### config.mk
export PLATFORM = sky130hd
export DESIGN_NAME = vga_timing_gen
export DESIGN_NICKNAME = d
export VERILOG_FILES = /design/src/rtl/vga_timing_pkg.sv /design/src/rtl/vga_axis_counter.sv /design/src/rtl/vga_timing_gen.sv
export SDC_FILE = /design/constraint.sdc
export NUM_CORES = 1
export LEC_CHECK = 0
export ABC_AREA = 1
export ABC_CLOCK_PERIOD_IN_PS = 3100
export CAP_MARGIN = 20
export CELL_PAD_IN_SITES_DETAIL_PLACEMENT = 0
export CELL_PAD_IN_SITES_GLOBAL_PLACEMENT = 2
export CORE_MARGIN = 2
export CORE_UTILIZATION = 29
export DETAILED_ROUTE_END_ITERATION = 16
export PLACE_DENSITY_LB_ADDON = 0.1
export SLEW_MARGIN = 20
export SYNTH_ARGS = -nofsm -noshare
export SYNTH_HDL_FRONTEND = slang
export SYNTH_SLANG_ARGS = --single-unit
### constraint.sdc
create_clock -name clk -period 3.1 [get_ports clk]
set_input_delay 0.93 -clock clk [delete_from_list [all_inputs] [get_ports clk]]
set_output_delay 0.93 -clock clk [all_outputs]
set_load 0.02 [all_outputs]
### src/rtl/vga_timing_pkg.sv
// Shared 640x480@60 raster timing constants for the VGA pixel pipelines.
// The frame counter in vga_timing_gen is enabled by defining VGA_FRAME_COUNT_EN.
package vga_timing_pkg;

    localparam int H_DISPLAY = 640;
    localparam int H_FRONT   = 16;
    localparam int H_SYNC    = 96;
    localparam int H_BACK    = 48;
    localparam int H_TOTAL   = H_DISPLAY + H_FRONT + H_SYNC + H_BACK;

    localparam int V_DISPLAY = 480;
    localparam int V_FRONT   = 10;
    localparam int V_SYNC    = 2;
    localparam int V_BACK    = 33;
    localparam int V_TOTAL   = V_DISPLAY + V_FRONT + V_SYNC + V_BACK;

    localparam int POS_W     = 10;
    localparam int FRAME_W   = 8;

    localparam logic SYNC_ACTIVE_LOW  = 1'b0;
    localparam logic SYNC_ACTIVE_HIGH = 1'b1;

    function automatic logic in_range(input int p, input int lo, input int hi);
        return (p >= lo) && (p <= hi);
    endfunction

endpackage

### src/rtl/vga_axis_counter.sv
// One raster axis: position counter with wrap strobe and next-state
// decodes of the display window and sync pulse for the parent to register.
module vga_axis_counter
    import vga_timing_pkg::*;
#(
    parameter int DISPLAY = H_DISPLAY,
    parameter int FRONT   = H_FRONT,
    parameter int SYNC    = H_SYNC,
    parameter int BACK    = H_BACK,
    parameter int W       = POS_W
) (
    input  logic         clk,
    input  logic         rst_n,
    input  logic         advance,
    output logic [W-1:0] pos,
    output logic         wrap,
    output logic         active,
    output logic         sync_pulse
);

    localparam int            TOTAL = DISPLAY + FRONT + SYNC + BACK;
    localparam logic [W-1:0]  LAST  = W'(TOTAL - 1);

    logic [W-1:0] pos_q;
    logic [W-1:0] pos_d;

    // active/sync_pulse describe pos_d so the parent's registers line up with pos_q
    always_comb begin
        pos_d = pos_q;
        wrap  = 1'b0;
        if (advance) begin
            if (pos_q == LAST) begin
                pos_d = {W{1'b0}};
                wrap  = 1'b1;
            end else begin
                pos_d = pos_q + W'(1'b1);
            end
        end else begin
            pos_d = pos_q;
        end
        active     = in_range(int'(pos_d), 32'sd0, DISPLAY - 1);
        sync_pulse = in_range(int'(pos_d), DISPLAY + FRONT, DISPLAY + FRONT + SYNC - 1);
    end

    always_ff @(posedge clk) begin
        if (!rst_n) begin
            pos_q <= LAST;
        end else begin
            pos_q <= pos_d;
        end
    end

    assign pos = pos_q;

endmodule

### src/rtl/vga_timing_gen.sv
// VGA raster timing source: registered syncs, display window, coordinates and strobes.
// Define VGA_FRAME_COUNT_EN to implement the visible-frame counter; otherwise it reads 0.
module vga_timing_gen
    import vga_timing_pkg::*;
#(
    parameter int   H_DISPLAY = vga_timing_pkg::H_DISPLAY,
    parameter int   H_FRONT   = vga_timing_pkg::H_FRONT,
    parameter int   H_SYNC    = vga_timing_pkg::H_SYNC,
    parameter int   H_BACK    = vga_timing_pkg::H_BACK,
    parameter int   V_DISPLAY = vga_timing_pkg::V_DISPLAY,
    parameter int   V_FRONT   = vga_timing_pkg::V_FRONT,
    parameter int   V_SYNC    = vga_timing_pkg::V_SYNC,
    parameter int   V_BACK    = vga_timing_pkg::V_BACK,
    parameter logic SYNC_POL  = vga_timing_pkg::SYNC_ACTIVE_LOW,
    parameter int   POS_W     = vga_timing_pkg::POS_W,
    parameter int   FRAME_W   = vga_timing_pkg::FRAME_W
) (
    input  logic               clk,
    input  logic               rst_n,
    output logic               hsync,
    output logic               vsync,
    output logic               display_on,
    output logic [POS_W-1:0]   hpos,
    output logic [POS_W-1:0]   vpos,
    output logic               line_start,
    output logic               frame_start,
    output logic               vblank_start,
    output logic [FRAME_W-1:0] frame_count
);

    logic h_wrap_s, h_active_s, h_sync_s;
    logic v_wrap_s, v_active_s, v_sync_s;

    vga_axis_counter #(
        .DISPLAY(H_DISPLAY), .FRONT(H_FRONT), .SYNC(H_SYNC), .BACK(H_BACK), .W(POS_W)
    ) u_h_axis (
        .clk(clk), .rst_n(rst_n), .advance(1'b1),
        .pos(hpos), .wrap(h_wrap_s), .active(h_active_s), .sync_pulse(h_sync_s)
    );

    vga_axis_counter #(
        .DISPLAY(V_DISPLAY), .FRONT(V_FRONT), .SYNC(V_SYNC), .BACK(V_BACK), .W(POS_W)
    ) u_v_axis (
        .clk(clk), .rst_n(rst_n), .advance(h_wrap_s),
        .pos(vpos), .wrap(v_wrap_s), .active(v_active_s), .sync_pulse(v_sync_s)
    );

    logic hsync_q, vsync_q, display_on_q, line_start_q, frame_start_q, vblank_start_q;
    logic hsync_d, vsync_d, display_on_d, line_start_d, frame_start_d, vblank_start_d;

    // A horizontal wrap means the next hpos is 0, so it is exactly the line-start condition
    always_comb begin
        hsync_d        = h_sync_s ? SYNC_POL : ~SYNC_POL;
        vsync_d        = v_sync_s ? SYNC_POL : ~SYNC_POL;
        display_on_d   = h_active_s & v_active_s;
        line_start_d   = h_wrap_s;
        frame_start_d  = h_wrap_s & v_wrap_s;
        vblank_start_d = h_wrap_s & (vpos == POS_W'(V_DISPLAY - 1));
    end

    always_ff @(posedge clk) begin
        if (!rst_n) begin
            hsync_q        <= ~SYNC_POL;
            vsync_q        <= ~SYNC_POL;
            display_on_q   <= 1'b0;
            line_start_q   <= 1'b0;
            frame_start_q  <= 1'b0;
            vblank_start_q <= 1'b0;
        end else begin
            hsync_q        <= hsync_d;
            vsync_q        <= vsync_d;
            display_on_q   <= display_on_d;
            line_start_q   <= line_start_d;
            frame_start_q  <= frame_start_d;
            vblank_start_q <= vblank_start_d;
        end
    end

    assign hsync        = hsync_q;
    assign vsync        = vsync_q;
    assign display_on   = display_on_q;
    assign line_start   = line_start_q;
    assign frame_start  = frame_start_q;
    assign vblank_start = vblank_start_q;

`ifdef VGA_FRAME_COUNT_EN
    logic [FRAME_W-1:0] frame_count_q;
    logic [FRAME_W-1:0] frame_count_d;

    // Advances on the same edge that raises vblank_start
    always_comb begin
        if (vblank_start_d) begin
            frame_count_d = frame_count_q + FRAME_W'(1'b1);
        end else begin
            frame_count_d = frame_count_q;
        end
    end

    always_ff @(posedge clk) begin
        if (!rst_n) begin
            frame_count_q <= {FRAME_W{1'b0}};
        end else begin
            frame_count_q <= frame_count_d;
        end
    end

    assign frame_count = frame_count_q;
`else
    assign frame_count = {FRAME_W{1'b0}};
`endif

endmodule

# [Word-level counts from Yosys, hierarchy flattened]
# Cells that the tools add are included.
# W data, S select, Z words.
[totals] reg_bits=26 latchBits=0 ramBits=0 romBits=0 in_bits=2 out_inout_bits=34 word_cells=32 n_memories=0
[op_classes] addsub=2 multipliers=0 div=0 magnitude_cmp=6 eq_ne=3 shift=0 muxes=8 n_bitwise=3 n_reduce_logical=2
[op_table] cell="$mux W10" count=3
[op_table] cell="$add A10 B1 Y10 const B" count=2
[op_table] cell="$eq A10 B10 Y1 const B" count=2
[op_table] cell="$le A10 B10 Y1 const B" count=2
[op_table] cell="$le A10 B9 Y1 const B" count=2
[op_table] cell="$eq A10 B9 Y1 const B" count=1
[op_table] cell="$ge A10 B10 Y1 const B" count=1
[op_table] cell="$ge A10 B9 Y1 const B" count=1
[op_table] cell="$mux W1" count=5
[op_table] cell="$and A1 B1 Y1" count=3
[op_table] cell="$logic_and A1 B1 Y1" count=2

# [Longest topological paths before layout]
# Gate-level depths: netlist of the first run.
[logic_depth] ltp_word=6 ltp_mapped=12 ltp_nobuf=12

# [Cells and area by module]
# Synthesis of the first run repeated with hierarchy kept, for this count alone.
[hier_totals] cells_unflattened=246 area_unflattened_um2=1534.0
[by_module_without_submodules] mod="vga_axis_counter (u_v_axis)" instances=1 cells_each=116 area_per_inst_um2=663.1 seq_area_each_um2=200.2
[by_module_without_submodules] mod="vga_axis_counter (u_h_axis)" instances=1 cells_each=97 area_per_inst_um2=606.8 seq_area_each_um2=200.2
[by_module_without_submodules] mod="vga_timing_gen" instances=1 cells_each=33 area_per_inst_um2=264.0 seq_area_each_um2=120.1

# [Worst setup path before layout of the first run]
# No wires, ideal clock.
[synth_path] path_type="register -> register" startpoint="register u_h_axis.pos_q[0] (netlist: u_h_axis.pos[0])" endpoint="register vsync_q (netlist: vsync)" setup_time_ns=0.121 t_arrival_ns=1.625 required_ns=2.979 setup_slack_ns=1.354 stages_incl_launch_ff=11 path_buffers=0 synth_period_minus_slack_ns=1.746 path_cell_list="dfxtp_1 -> ha_1 -> nand2_2 -> nor2_8 -> nand2_4 -> nor2_8 -> nand3_2 -> nand2_2 -> nand3_2 -> nor2_1 -> nand3_1"
[synth_between] elab_chain_len=6 elab_cells_between_ends=7 classes_between="order compare (2); eq/ne (1); mux (3); reduce/logical (1)"
[synth_rtl] item="from (decl)" line_no="vga_axis_counter.sv:24" rtl="logic [W-1:0] pos_q;"
[synth_rtl] item="from (signal assigned)" line_no="vga_axis_counter.sv:49" rtl="pos_q <= pos_d;"
[synth_rtl] item="$eq A10 B10 Y1 (*)" line_no="vga_axis_counter.sv:32" rtl="if (pos_q == LAST) begin"
[synth_rtl] item="$mux W1 (*)" line_no="vga_axis_counter.sv:32"
[synth_rtl] item="$mux W10 (*)" line_no="vga_axis_counter.sv:31" rtl="if (advance) begin"
[synth_rtl] item="$ge A10 B9 Y1 or $le A10 B9 Y1 (tied branches)" line_no="vga_timing_pkg.sv:24" rtl="return (p >= lo) && (p <= hi);"
[synth_rtl] item="$logic_and A1 B1 Y1 (*)" line_no="vga_timing_pkg.sv:24"
[synth_rtl] item="$mux W1 (*)" line_no="vga_timing_gen.sv:54" rtl="vsync_d = v_sync_s ? SYNC_POL : ~SYNC_POL;"
[synth_rtl] item="to (signal assigned)" line_no="vga_timing_gen.sv:64" rtl="vsync_q <= ~SYNC_POL;"
[synth_rtl] item="to (signal assigned)" line_no="vga_timing_gen.sv:71" rtl="vsync_q <= vsync_d;"
[synth_rtl] item="to (decl)" line_no="vga_timing_gen.sv:48" rtl="logic hsync_q, vsync_q, display_on_q, line_start_q, frame_start_q, vblank_start_q;"
# Every way passes the cells marked *; elsewhere a longest branch is shown, timed or not.
# A chain may end at the register's enable or synchronous reset.

# [Worst setup path in the final report of the first run]
[layout_path] startpoint="register u_h_axis.pos_q[5] (netlist: u_h_axis.pos[5])" endpoint="output hpos[5]"
[layout_lines] item="to (decl)" line_no="vga_timing_gen.sv:23" rtl="output logic [POS_W-1:0] hpos,"
# No word-level cell between the ends.

==> results of run 1 <==
cell families after synthesis:
logic type / after synthesis / share of synthesized area
AND/OR/NAND/NOR: 139 / 0.457
AO/OA/AOI/OAI: 14 / 0.0474
other: 1 / 0.00237
XOR/XNOR: 1 / 0.00553
adder cells (fa/ha/maj): 4 / 0.0316
buffers and inverters: 46 / 0.128
flip-flops: 26 / 0.328
per-stage QoR:
step | setup WS, ps | hold WS, ps | cells | power, mW
finish | 703 | 534 | 331 | 1.87
global route | 674 | 574 | 331 | 2.04
CTS | 690 | 538 | 331 | 1.90
detailed placement | 835 | 518 | 327 | 1.60
global placement | 875 | 527 | 327 | 1.62
floorplan | 1350 | 565 | 238 | 1.26
per-layer routing:
metal / routed length, um / global-route usage / up-vias
li1: - / - / 766
met1: 2190 / 0.207 / 675
met2: 1800 / 0.228 / 35
met3: 176 / 0.0279 / 4
met4: 34 / 0.0386 / 0
met5: 0 / 0 / -
power breakdown:
| group | internal, mW | leakage (nW) | switching [mW] | total (mW) |
|---|---|---|---|---|
| Sequential | 0.421 | 0.213 | 0.122 | 0.543 |
| Combinational | 0.377 | 0.689 | 0.668 | 1.04 |
| Clock | 0.173 | 0.0357 | 0.113 | 0.286 |
| Total | 0.971 | 0.938 | 0.902 | 1.87 |
cell usage after synthesis (all sizes together):
| master | n | area [um2] |
|---|---|---|
| a21oi | 5 | 25.0 |
| a31oi | 1 | 6.26 |
| buf | 8 | 60.1 |
| clkbuf | 1 | 3.75 |
| clkinv | 1 | 3.75 |
| conb | 1 | 3.75 |
| dfxtp | 26 | 521 |
| ha | 4 | 50.1 |
| inv | 36 | 135 |
| nand2 | 61 | 259 |
| nand3 | 20 | 115 |
| nand4 | 6 | 58.8 |
| nor2 | 43 | 231 |
| nor3 | 7 | 46.3 |
| nor3b | 1 | 7.51 |
| nor4 | 1 | 6.26 |
| o21ai | 8 | 43.8 |
| xor2 | 1 | 8.76 |
final cells by class:
cell class	instances	area [um2]
inverters	37	139
flip-flops and latches	26	520
fillers	577	3220
clock inverters	1	30.0
well taps	70	87.6
repair buffers	28	278
clock buffers	3	41.3
multi-input cells	166	888
sequential cells by signal (all words and copies together) (netlist names):
name,count
display_on,1
frame_start,1
hsync,1
line_start,1
u_h_axis.pos,10
u_v_axis.pos,10
vblank_start,1
vsync,1
path summary, 6_finish.rpt:
kind	end	cells past startpoint
worst min register to register	u_h_axis.pos[0]$_SDFF_PN1_	1
worst min-delay path	u_h_axis.pos[0]$_SDFF_PN1_	1
worst max register to register	vsync$_SDFF_PN1_	10
worst max-delay path	hpos[5]	1
==> results.ini, run 1 <==
[status]
status = finished, final reports clean

[logic_synthesis]
synthCells = 231
seq_area_frac_synth = 0.328
ys_ff_latch = 26
ys_warn_count = 0
avgSynthCellArea_um2 = 6.86
netlist_area_um2 = 1590
synth_cell_types = 29

[place]
dp_hpwl_mm = 3.36
routabilityCongestion = 0.760
io_buffers = 27
postPlaceCellArea_um2 = 1910

[critical_path]
end_kind = output port
crit_path_cell_trace = clkdlybuf4s50_1
path_buf_inv = 1
worstPathArrival_ps = 1470
critical_path_class = reg2out
worstPathRequired_ps = 2170
cp-start-kind = flip-flop
reg2reg_slack_ps = 1290
cpPeakStageDelay_ps = 670
crit_start = u_h_axis.pos[5]$_SDFF_PN0_
cp_max_fo = 7
cp_slowest_cell = clkdlybuf4s50_1
r2r-start = u_v_axis.pos[0]$_SDFF_PN0_
crit_family = buffers and inverters

[clocking]
h-tree-depth = 1
root_buffer = clkbuf_8
cts_tree = yes
cts_buffers = 3
worstSkewPairLatency_ps = 280
cts.sinks = 26
post_cts.repair.setup_buffers = 0
clock_path_buffers = 2
holdBufCountCts = 0
post_cts_resized = 0
clk_pin_slew_ps = 90

[finish]
fin_util = 0.381
areaGrowthSynthToFinish_pct = 25.2
drive_above_1_share = 0.123
diodes = 0
final_cell_mix = 55 x nand2_1, 33 x inv_1, 32 x nor2_1
final_common_cell = nand2_1
nets = 268
final_area_um2 = 1980

[grt]
grtUsageTotal = 0.147
first_global_vias = 1420
grt_pass1_wl_mm = 6.99
grt_max_degree = 16
grt-ovfl-total = 0
antenna_found_initial = 0

[drt]
drt_iter0_markers = 61
drc = 0
wl_per_cell_um = 12.7
via_per_inst = 4.47
postRouteAntennaNets = 0
dr.pass1.iters = 4
num_vias = 1480
wirelength_mm = 4.20

[sta]
fmax_ghz = 0.417
period_share = 0.773
final-setup-viol-count = 0
fin_worst_skew_ps = 5.24
grt_setup_unrepaired = false
drv_slew = 0
hold_violations = 0
post-route-min-period_ps = 2400
setup_tns_ps = 0

[power]
pwr_density_cell_nw_per_um2 = 944
p_leak_nw = 0.938
vdd_drop_max_uv = 404

[floorplanning]
rows = 26
chipHeight_um = 77.9
core_um2 = 5200
fp.dieArea_um2 = 6070
die_w_um = 77.9
ioPinCount = 36
initial_core_util = 0.305

[hold_path]
hold_path.class = reg2reg
min_from = u_h_axis.pos[0]$_SDFF_PN1_

[flow_run]
cap_violations = 0

Note: power is estimated with default switching activity, not from simulation.
==> inputs of run 2 (changes only) <==
ABC_CLOCK_PERIOD_IN_PS = 2350   (was 3100)
CORE_UTILIZATION = 27   (was 29)
clock period = 2.35 ns   (was 3.1 ns; I/O delays follow)
==> results.ini, run 2 (same netlist as run 1, synthesis figures left out) <==
[drt]
drt_iter0_markers = 60  ; -1.6%
via_per_inst = 4.22  ; -5.6%
wirelength_mm = 4.00  ; -4.8%
drc = 0  ; unchanged
postRouteAntennaNets = 0  ; unchanged
dr.pass1.iters = 4  ; unchanged
wl_per_cell_um = 12.0  ; -5.4%
num_vias = 1406  ; -5.0%

[finish]
multi_input_area_um2 = 888  ; unchanged
final_cell_mix = 55 x nand2_1, 33 x inv_1, 32 x nor2_1
drive_above_1_share = 0.123  ; unchanged
layout.cells.non_filler = 333  ; +0.60%
final_common_cell = nand2_1
nFillCells = 625  ; +8.3%
seqCellArea_um2 = 520  ; unchanged
nets = 268  ; unchanged
areaGrowthSynthToFinish_pct = 25.3
diodes = 0  ; unchanged

[clocking]
cts_buffers = 3  ; unchanged
clock_path_buffers = 2  ; unchanged
post_cts.repair.setup_buffers = 0  ; unchanged
cts.sinks = 26  ; unchanged
clk_pin_slew_ps = 100  ; about the same
root_buffer = clkbuf_8
post_cts_resized = 0  ; unchanged
worstSkewPairLatency_ps = 280  ; about the same
cts_tree = yes
h-tree-depth = 1  ; unchanged
holdBufCountCts = 0  ; unchanged

[floorplanning]
rows = 27  ; +3.8%
core_um2 = 5570  ; +7.1%
die_w_um = 80.6  ; +3.5%
initial_core_util = 0.284  ; -0.0202
ioPinCount = 36  ; unchanged
chipHeight_um = 80.6  ; +3.5%
fp.dieArea_um2 = 6500  ; +7.0%

[critical_path]
cp_max_fo = 7  ; unchanged
cp_slowest_cell = clkdlybuf4s50_1
cp-start-kind = flip-flop
crit_path_cell_trace = clkdlybuf4s50_1
crit_family = buffers and inverters
end_kind = output port
path_buf_inv = 1  ; unchanged
worstPathRequired_ps = 1640  ; -530 ps
critical_path_class = reg2out
worstPathArrival_ps = 1480  ; about the same
cpPeakStageDelay_ps = 670  ; about the same

[place]
routabilityCongestion = 0.800  ; +5.3%
dp_hpwl_mm = 3.19  ; -5.0%
place_inst = 329  ; +0.61%
io_buffers = 27  ; unchanged

[sta]
fmax_ghz = 0.457
drv_slew = 0  ; unchanged
setup_tns_ps = 0  ; unchanged
post-route-min-period_ps = 2190
grt_setup_unrepaired = false
fin_worst_skew_ps = 2.80  ; -2.44 ps
hold_violations = 0  ; unchanged
final-setup-viol-count = 0  ; unchanged
period_share = 0.931

[power]
vdd_drop_max_uv = 470  ; +16%
p_leak_nw = 0.938  ; unchanged
pwr_density_cell_nw_per_um2 = 1230  ; +31%
totalPowerFinal_mw = 2.45  ; +31%

[status]
status = finished, final reports clean

[hold_path]
hold_path.class = reg2reg

[grt]
grtUsageTotal = 0.129  ; -0.0172
grt_pass1_wl_mm = 6.47  ; -7.4%
grt-ovfl-total = 0  ; unchanged
antenna_found_initial = 0  ; unchanged
first_global_vias = 1311  ; -7.7%
grt_max_degree = 16  ; unchanged

[flow_run]
cap_violations = 0  ; unchanged

-- run 2: cell counts in the layout (fill, tap and decap cells not counted) --
No cell type changed its count.
-- run 2: layer usage --
layer	track usage	routed length, um	up-vias
met1	0.200	2190	606
met4	0.0254	24	0
met2	0.181	1590	35
li1	-	-	763
met3	0.0281	199	2
met5	0	0	-
-- run 2: final cells by class --
| class | count | share of cell area |
|---|---|---|
| timing repair buffer | 28 | 0.140 |
| tap | 72 | 0.0453 |
| clock inverter | 1 | 0.0151 |
| multi-input combinational | 166 | 0.447 |
| clock buffer | 3 | 0.0208 |
| sequential | 26 | 0.262 |
| inverter | 37 | 0.0699 |
-- run 2: path summary, 6_finish.rpt --
kind / slack, ps / depth (start not counted) / startpoint / end
setup / recovery: 160 / 1 / u_h_axis.pos[5]$_SDFF_PN0_ / hpos[5]
hold / removal: 540 / 1 / u_h_axis.pos[0]$_SDFF_PN1_ / u_h_axis.pos[0]$_SDFF_PN1_
setup reg to reg: 540 / 11 / u_h_axis.pos[0]$_SDFF_PN1_ / display_on$_SDFF_PN0_
hold reg to reg: 540 / 1 / u_h_axis.pos[0]$_SDFF_PN1_ / u_h_axis.pos[0]$_SDFF_PN1_
-- run 2: power by group --
group,switching [mW],internal (mW),total (mW)
registers,0.153,0.556,0.709
logic,0.861,0.498,1.36
clock network,0.156,0.228,0.385
-- run 2: per-stage QoR --
step	utilization	setup slack (ps)	cell area (um2)	hold WS, ps
after floorplan	-	604	1610	565
after global placement	0.344	304	1920	520
after detailed placement	0.344	227	1920	526
after CTS	0.356	148	1990	547
after global routing	0.356	121	1990	580
final	0.356	162	1990	535
==> inputs of run 3 (changes only) <==
HOLD_SLACK_MARGIN = 0.02   (was default)
==> results of run 3 <==
No change in the layout: final DEF, timing and power equal those of run 2.
